==> config.mk <==
export PLATFORM = sky130hd
export DESIGN_NAME = proc_run_monitor
export DESIGN_NICKNAME = d
export VERILOG_FILES = /design/src/rtl/proc_run_monitor.sv
export SDC_FILE = /design/constraint.sdc
export NUM_CORES = 1
export LEC_CHECK = 0
export BUFFER_PORTS_ARGS = -buffer_cell sky130_fd_sc_hd__buf_2
export CORE_AREA = 2 2 167 169
export DETAILED_ROUTE_END_ITERATION = 8
export DIE_AREA = 0 0 169 171
export PLACE_DENSITY_LB_ADDON = 0.12
export SKIP_LAST_GASP = 1
export SYNTH_ARGS = -nofsm -noshare
export SYNTH_HDL_FRONTEND = slang
export SYNTH_SLANG_ARGS = --single-unit
==> constraint.sdc <==
create_clock -name CLK -period 5.9 [get_ports CLK]
set_clock_uncertainty 0.2 [all_clocks]
set_input_delay 0.885 -clock CLK [delete_from_list [all_inputs] [get_ports CLK]]
set_output_delay 0.885 -clock CLK [all_outputs]
set_load 0.05 [all_outputs]
==> src/rtl/proc_run_monitor.sv <==
// proc_run_monitor: run controller and result checker for the single-cycle
// processor. It parks the processor in reset, releases it for one program run,
// watches the PC for the end address, compares the writeback value with the
// expected result, and bounds each run with a watchdog. It also keeps run/pass
// tallies since the last Reset.
module proc_run_monitor #(
  parameter int DATA_W       = 64,
  parameter int RESET_CYCLES = 2,
  parameter int WDOG_CYCLES  = 255
) (
  input  logic              CLK,
  input  logic              Reset,
  input  logic              start,
  input  logic [DATA_W-1:0] start_pc,
  input  logic [DATA_W-1:0] end_pc,
  input  logic [DATA_W-1:0] expected,
  input  logic [DATA_W-1:0] currentpc,
  input  logic [DATA_W-1:0] MemtoRegOut,
  output logic              proc_resetl,
  output logic [DATA_W-1:0] proc_startpc,
  output logic              busy,
  output logic              done,
  output logic              pass,
  output logic              timeout,
  output logic [15:0]       cycle_count,
  output logic [7:0]        run_count,
  output logic [7:0]        pass_count
);

  localparam logic [1:0] S_IDLE = 2'd0;
  localparam logic [1:0] S_HOLD = 2'd1;
  localparam logic [1:0] S_RUN  = 2'd2;
  localparam logic [1:0] S_DONE = 2'd3;

  // Last value of the hold counter before the processor is released.
  localparam logic [15:0] HOLD_LAST = 16'(RESET_CYCLES - 1);
  // cycle_count value at which a run that has not ended is abandoned.
  localparam logic [15:0] WDOG_LIM  = 16'(WDOG_CYCLES);

  logic [1:0]        r_state;
  logic [1:0]        w_next;
  logic [15:0]       r_hold_cnt;
  logic [DATA_W-1:0] r_start_pc;
  logic [DATA_W-1:0] r_end_pc;
  logic [DATA_W-1:0] r_expected;
  logic              r_pass;
  logic              r_timeout;
  logic [15:0]       r_cycle_count;
  logic [7:0]        r_run_count;
  logic [7:0]        r_pass_count;

  logic w_accept;   // start taken this cycle
  logic w_end;      // processor has reached (or passed) the end address
  logic w_wdog;     // watchdog limit reached in this RUN cycle
  logic w_match;    // writeback value equals the expected result

  assign w_accept = (r_state == S_IDLE) && start;
  assign w_end    = (currentpc >= r_end_pc);
  assign w_wdog   = (r_cycle_count == WDOG_LIM);
  assign w_match  = (MemtoRegOut == r_expected);

  // Next-state decode; end and watchdog both leave RUN, their priority is
  // resolved in the result register.
  always_comb begin
    w_next = r_state;
    case (r_state)
      S_IDLE:  if (start) w_next = S_HOLD;
      S_HOLD:  if (r_hold_cnt == HOLD_LAST) w_next = S_RUN;
      S_RUN:   if (w_end || w_wdog) w_next = S_DONE;
      S_DONE:  w_next = S_IDLE;
      default: w_next = S_IDLE;
    endcase
  end

  // State register; Reset aborts any run in flight.
  always_ff @(posedge CLK) begin
    if (Reset) r_state <= S_IDLE;
    else       r_state <= w_next;
  end

  // Hold counter: counts HOLD cycles so the processor sees exactly
  // RESET_CYCLES cycles of reset before being released.
  always_ff @(posedge CLK) begin
    if (Reset)                 r_hold_cnt <= '0;
    else if (r_state != S_HOLD) r_hold_cnt <= '0;
    else                       r_hold_cnt <= r_hold_cnt + 16'd1;
  end

  // Capture the run parameters once; later changes on the inputs are ignored
  // until the next accepted start.
  always_ff @(posedge CLK) begin
    if (Reset) begin
      r_start_pc <= '0;
      r_end_pc   <= '0;
      r_expected <= '0;
    end else if (w_accept) begin
      r_start_pc <= start_pc;
      r_end_pc   <= end_pc;
      r_expected <= expected;
    end
  end

  // Run verdict: a normal end takes priority over a coincident watchdog.
  always_ff @(posedge CLK) begin
    if (Reset) begin
      r_pass    <= 1'b0;
      r_timeout <= 1'b0;
    end else if (w_accept) begin
      r_pass    <= 1'b0;
      r_timeout <= 1'b0;
    end else if (r_state == S_RUN) begin
      if (w_end) begin
        r_pass    <= w_match;
        r_timeout <= 1'b0;
      end else if (w_wdog) begin
        r_pass    <= 1'b0;
        r_timeout <= 1'b1;
      end
    end
  end

  // RUN cycle counter: holds the number of RUN cycles including the current
  // one, so it reads 1 in the first RUN cycle and keeps its final value
  // after the run.
  always_ff @(posedge CLK) begin
    if (Reset)
      r_cycle_count <= '0;
    else if (w_accept)
      r_cycle_count <= '0;
    else if (r_state == S_HOLD && w_next == S_RUN)
      r_cycle_count <= 16'd1;
    else if (r_state == S_RUN && w_next == S_RUN && r_cycle_count != 16'hFFFF)
      r_cycle_count <= r_cycle_count + 16'd1;
  end

  // Tallies update as the DONE cycle completes, saturating at 255.
  always_ff @(posedge CLK) begin
    if (Reset) begin
      r_run_count  <= '0;
      r_pass_count <= '0;
    end else if (r_state == S_DONE) begin
      if (r_run_count != 8'hFF)           r_run_count  <= r_run_count + 8'd1;
      if (r_pass && r_pass_count != 8'hFF) r_pass_count <= r_pass_count + 8'd1;
    end
  end

  assign proc_resetl  = (r_state == S_RUN);
  assign proc_startpc = r_start_pc;
  assign busy         = (r_state == S_HOLD) || (r_state == S_RUN);
  assign done         = (r_state == S_DONE);
  assign pass         = r_pass;
  assign timeout      = r_timeout;
  assign cycle_count  = r_cycle_count;
  assign run_count    = r_run_count;
  assign pass_count   = r_pass_count;

endmodule

==> impl_metrics.ini <==
[power]
p_seq_share_pct = 42.3
cell_internal_pwr_uw = 3040
finalPower_uw = 4250
p_clk_share_pct = 40.5
p_sw_share_pct = 28.6
power_switching_uw = 1220
power_density_mw_per_mm2 = 290
cellLeakagePower_uw = 0.00658
comb_power_share_pct = 17.2
ir_worst_vdd_uv = 218

[floorplanning]
row_count = 61
dieArea_mm2 = 0.0289
die_h_um = 171
start_util_pct = 41.7
core_area_mm2 = 0.0273
pin_count = 424
dieWidth_um = 169

[clocking]
postCtsSetupRepairBufs = 0
cts_tree = built
cts_num_sinks = 244
cts-htree-levels = 1
cts_buffers = 28
clkLatencyLatePin_ns = 0.55
path_clk_slew_ns = 0.06
cts-resized-gates = 0
cts_buffer_depth = 3
cts-hold-fix-buffers = 0
root_buffer = clkbuf_16

[sta]
worst_slew_pin_slew_ns = 1.03
finalSetupTns_ns = 0
report.final.hold_viol_count = 0
drv_slew = 0
fin_crit_sh_pct = 63.5
fmax_ghz = 0.267
setup_viol = 0
grt_setup_unrepaired = no
maxSlewHeadroom_pct = 31.7
whs_ns = 0.250
finalCriticalPeriod_ns = 3.75
worst_slack_ns = 2.15

[placed_design]
gp_congestion = 0.854
hpwl_um = 26000
dp_slack_ns = 1.62
dp_cells = 2142
port_buffers = 423

[routing]
num_vias = 10900
wl_um = 35400
drt-initial-drc-count = 598
postRouteAntennaNets = 0
dr.pass1.iters = 4
vias_per_cell = 4.95
drc = 0
wire_per_inst_um = 16.0

[cells_and_area]
nFillCells = 2781
drive_above_1_share_pct = 26.4
stdcell_count = 2204
nets = 2223
syn_to_final_growth_pct = 28.7

[synth]
synthTopCellsByCount = 417 x nand2_1, 244 x dfxtp_1, 226 x a21oi_1
yosys.cell_types.count = 54
ys_ff_latch = 244
syn_area_mm2 = 0.0114
synth-compound-area-share_pct = 13.1
yosysTopAreaCell = dfxtp_1
synth-seq-area-share_pct = 42.9
synthFlopType = dfxtp_1
synth-edff-count = 0
synthArstFlopShare_pct = 0
netlist_top_cells_area = dfxtp_1 43%, nand2_1 14%, a21oi_1 9.9%
syn_nets = 1842
synthesis.instances = 1445
synthSimpleGateAreaFrac_pct = 22.9
yosys_warnings = 0
synth_top_area_share_pct = 42.9
synth_top_family_by_area = simple AND/OR/NAND/NOR gates
yosysMostFrequentCell = nand2_1
synth_mux_area_share_pct = 0.374
synth_fa_ha_area_share_pct = 8.13
yosys.area_share.xor_xnor_pct = 7.54
synth_area_per_cell_um2 = 7.88

[worst_hold_path]
whs_endpoint = proc_startpc[31]
hold-path-cell-count = 2
hp-start = proc_startpc[31]
min_path_type = reg2reg

[global_route]
grt_max_degree = 127
grt_pass1_wl_um = 53500
grt_pass1_vias = 10400
overflow = 0
antenna_found_initial = 13
grt_usage_pct = 23.2

[flow_run]
maxCapViolCount = 0

[setup_path]
required_ns = 6.12
r2r-end = cycle_count[13]
r2r_setup_slack_ns = 2.22
crit_path_end_kind = flop
startpoint_type = input pin
critPathArrivalTime_ns = 3.96
critPathKind = in2reg
ff2ff_path_depth = 11
reg2reg_from = r_end_pc[55]
cp_max_fo = 14

[outcome]
outcome = completed
## metrics by stage
stage	utilization, %	instance area (um^2)
6_report	53.6	14600
4_1_cts	53.5	14600
3_5_place_dp	50.1	13700
2_1_floorplan	-	11400
5_1_grt	53.6	14600
3_3_place_gp	50.1	13700
## critical path: stages
cell     delay (ns)
buf_2          0.10
ha_1           0.31
nand4_1        0.17
nor4_1         0.65
nand3_1        0.14
o22ai_1        0.15
nor3_1         0.13
a31oi_2        0.78
nor2_2         0.16
nand4_1        0.15
mux2_1         0.32
## logic make-up after synthesis
family / count (synthesis)
buffers and inverters: 151
multiplexers: 4
adder cells (fa/ha/maj): 74
flip-flops: 244
AND/OR/NAND/NOR: 603
AO/OA/AOI/OAI: 271
XOR/XNOR: 98
## sequential cells by signal (all words and copies together) (netlist names)
register	count
timeout	1
run_count	8
r_expected	64
r_end_pc	64
pass_count	8
pass	1
cycle_count	16
r_hold_cnt	16
r_state	2
proc_startpc	64
## cell type report
class | instances | area (um^2) | share of cell area [%]
Multi-Input combinational cell | 1050 | 5940 | 40.5
Sequential cell | 244 | 4880 | 33.3
Timing Repair Buffer | 427 | 2170 | 14.8
Clock buffer | 41 | 810 | 5.53
Tap cell | 346 | 433 | 2.96
Inverter | 75 | 282 | 1.92
Clock inverter | 9 | 106 | 0.726
Antenna cell | 12 | 30.0 | 0.205
## power by group through the flow
stage	logic [uW]	registers (uW)	clock network, uW
after detailed placement	734	1840	0
after global placement	723	1830	0
after floorplan	374	1940	0
after global routing	815	1810	1830
final	731	1800	1720
after CTS	737	1800	1770
## worst max-delay path by stage
stage | from | end | slack (ns) | cells after the start
floorplan | currentpc[0] | cycle_count[13] | 2.47 | 11
global placement | currentpc[25] | cycle_count[13] | 1.67 | 11
detailed placement | currentpc[27] | cycle_count[13] | 1.62 | 11
CTS | currentpc[27] | cycle_count[13] | 2.18 | 11
global route | currentpc[55] | cycle_count[13] | 1.99 | 11
finish | currentpc[55] | cycle_count[13] | 2.15 | 11
## cell usage in the layout (no fill, tap or decap), types with 5 or more instances in the layout
| cell type | count |
|---|---|
| and3_1 | 10 |
| xnor2_1 | 15 |
| a21o_1 | 6 |
| xor2_1 | 83 |
| ha_1 | 74 |
| nand2_1 | 416 |
| clkbuf_8 | 6 |
| clkbuf_16 | 28 |
| dfxtp_1 | 244 |
| nor3_1 | 8 |
| clkinv_2 | 6 |
| buf_2 | 422 |
| nor3_2 | 7 |
| inv_1 | 75 |
| nand4_1 | 27 |
| and4_1 | 6 |
| nor4_1 | 21 |
| clkbuf_1 | 7 |
| o21ai_0 | 15 |
| nor2_1 | 57 |
| nand3_1 | 30 |
| a21oi_1 | 226 |
| or3_1 | 5 |
| diode_2 | 12 |
## layer usage
layer,global-route usage [%],vias up,routed length [um]
met1,27.8,4973,14800
met2,40.2,292,17200
met4,8.44,6,1040
li1,-,5566,-
met3,6.18,66,2310
met5,0,-,37
(Power assumes the default switching activity.)
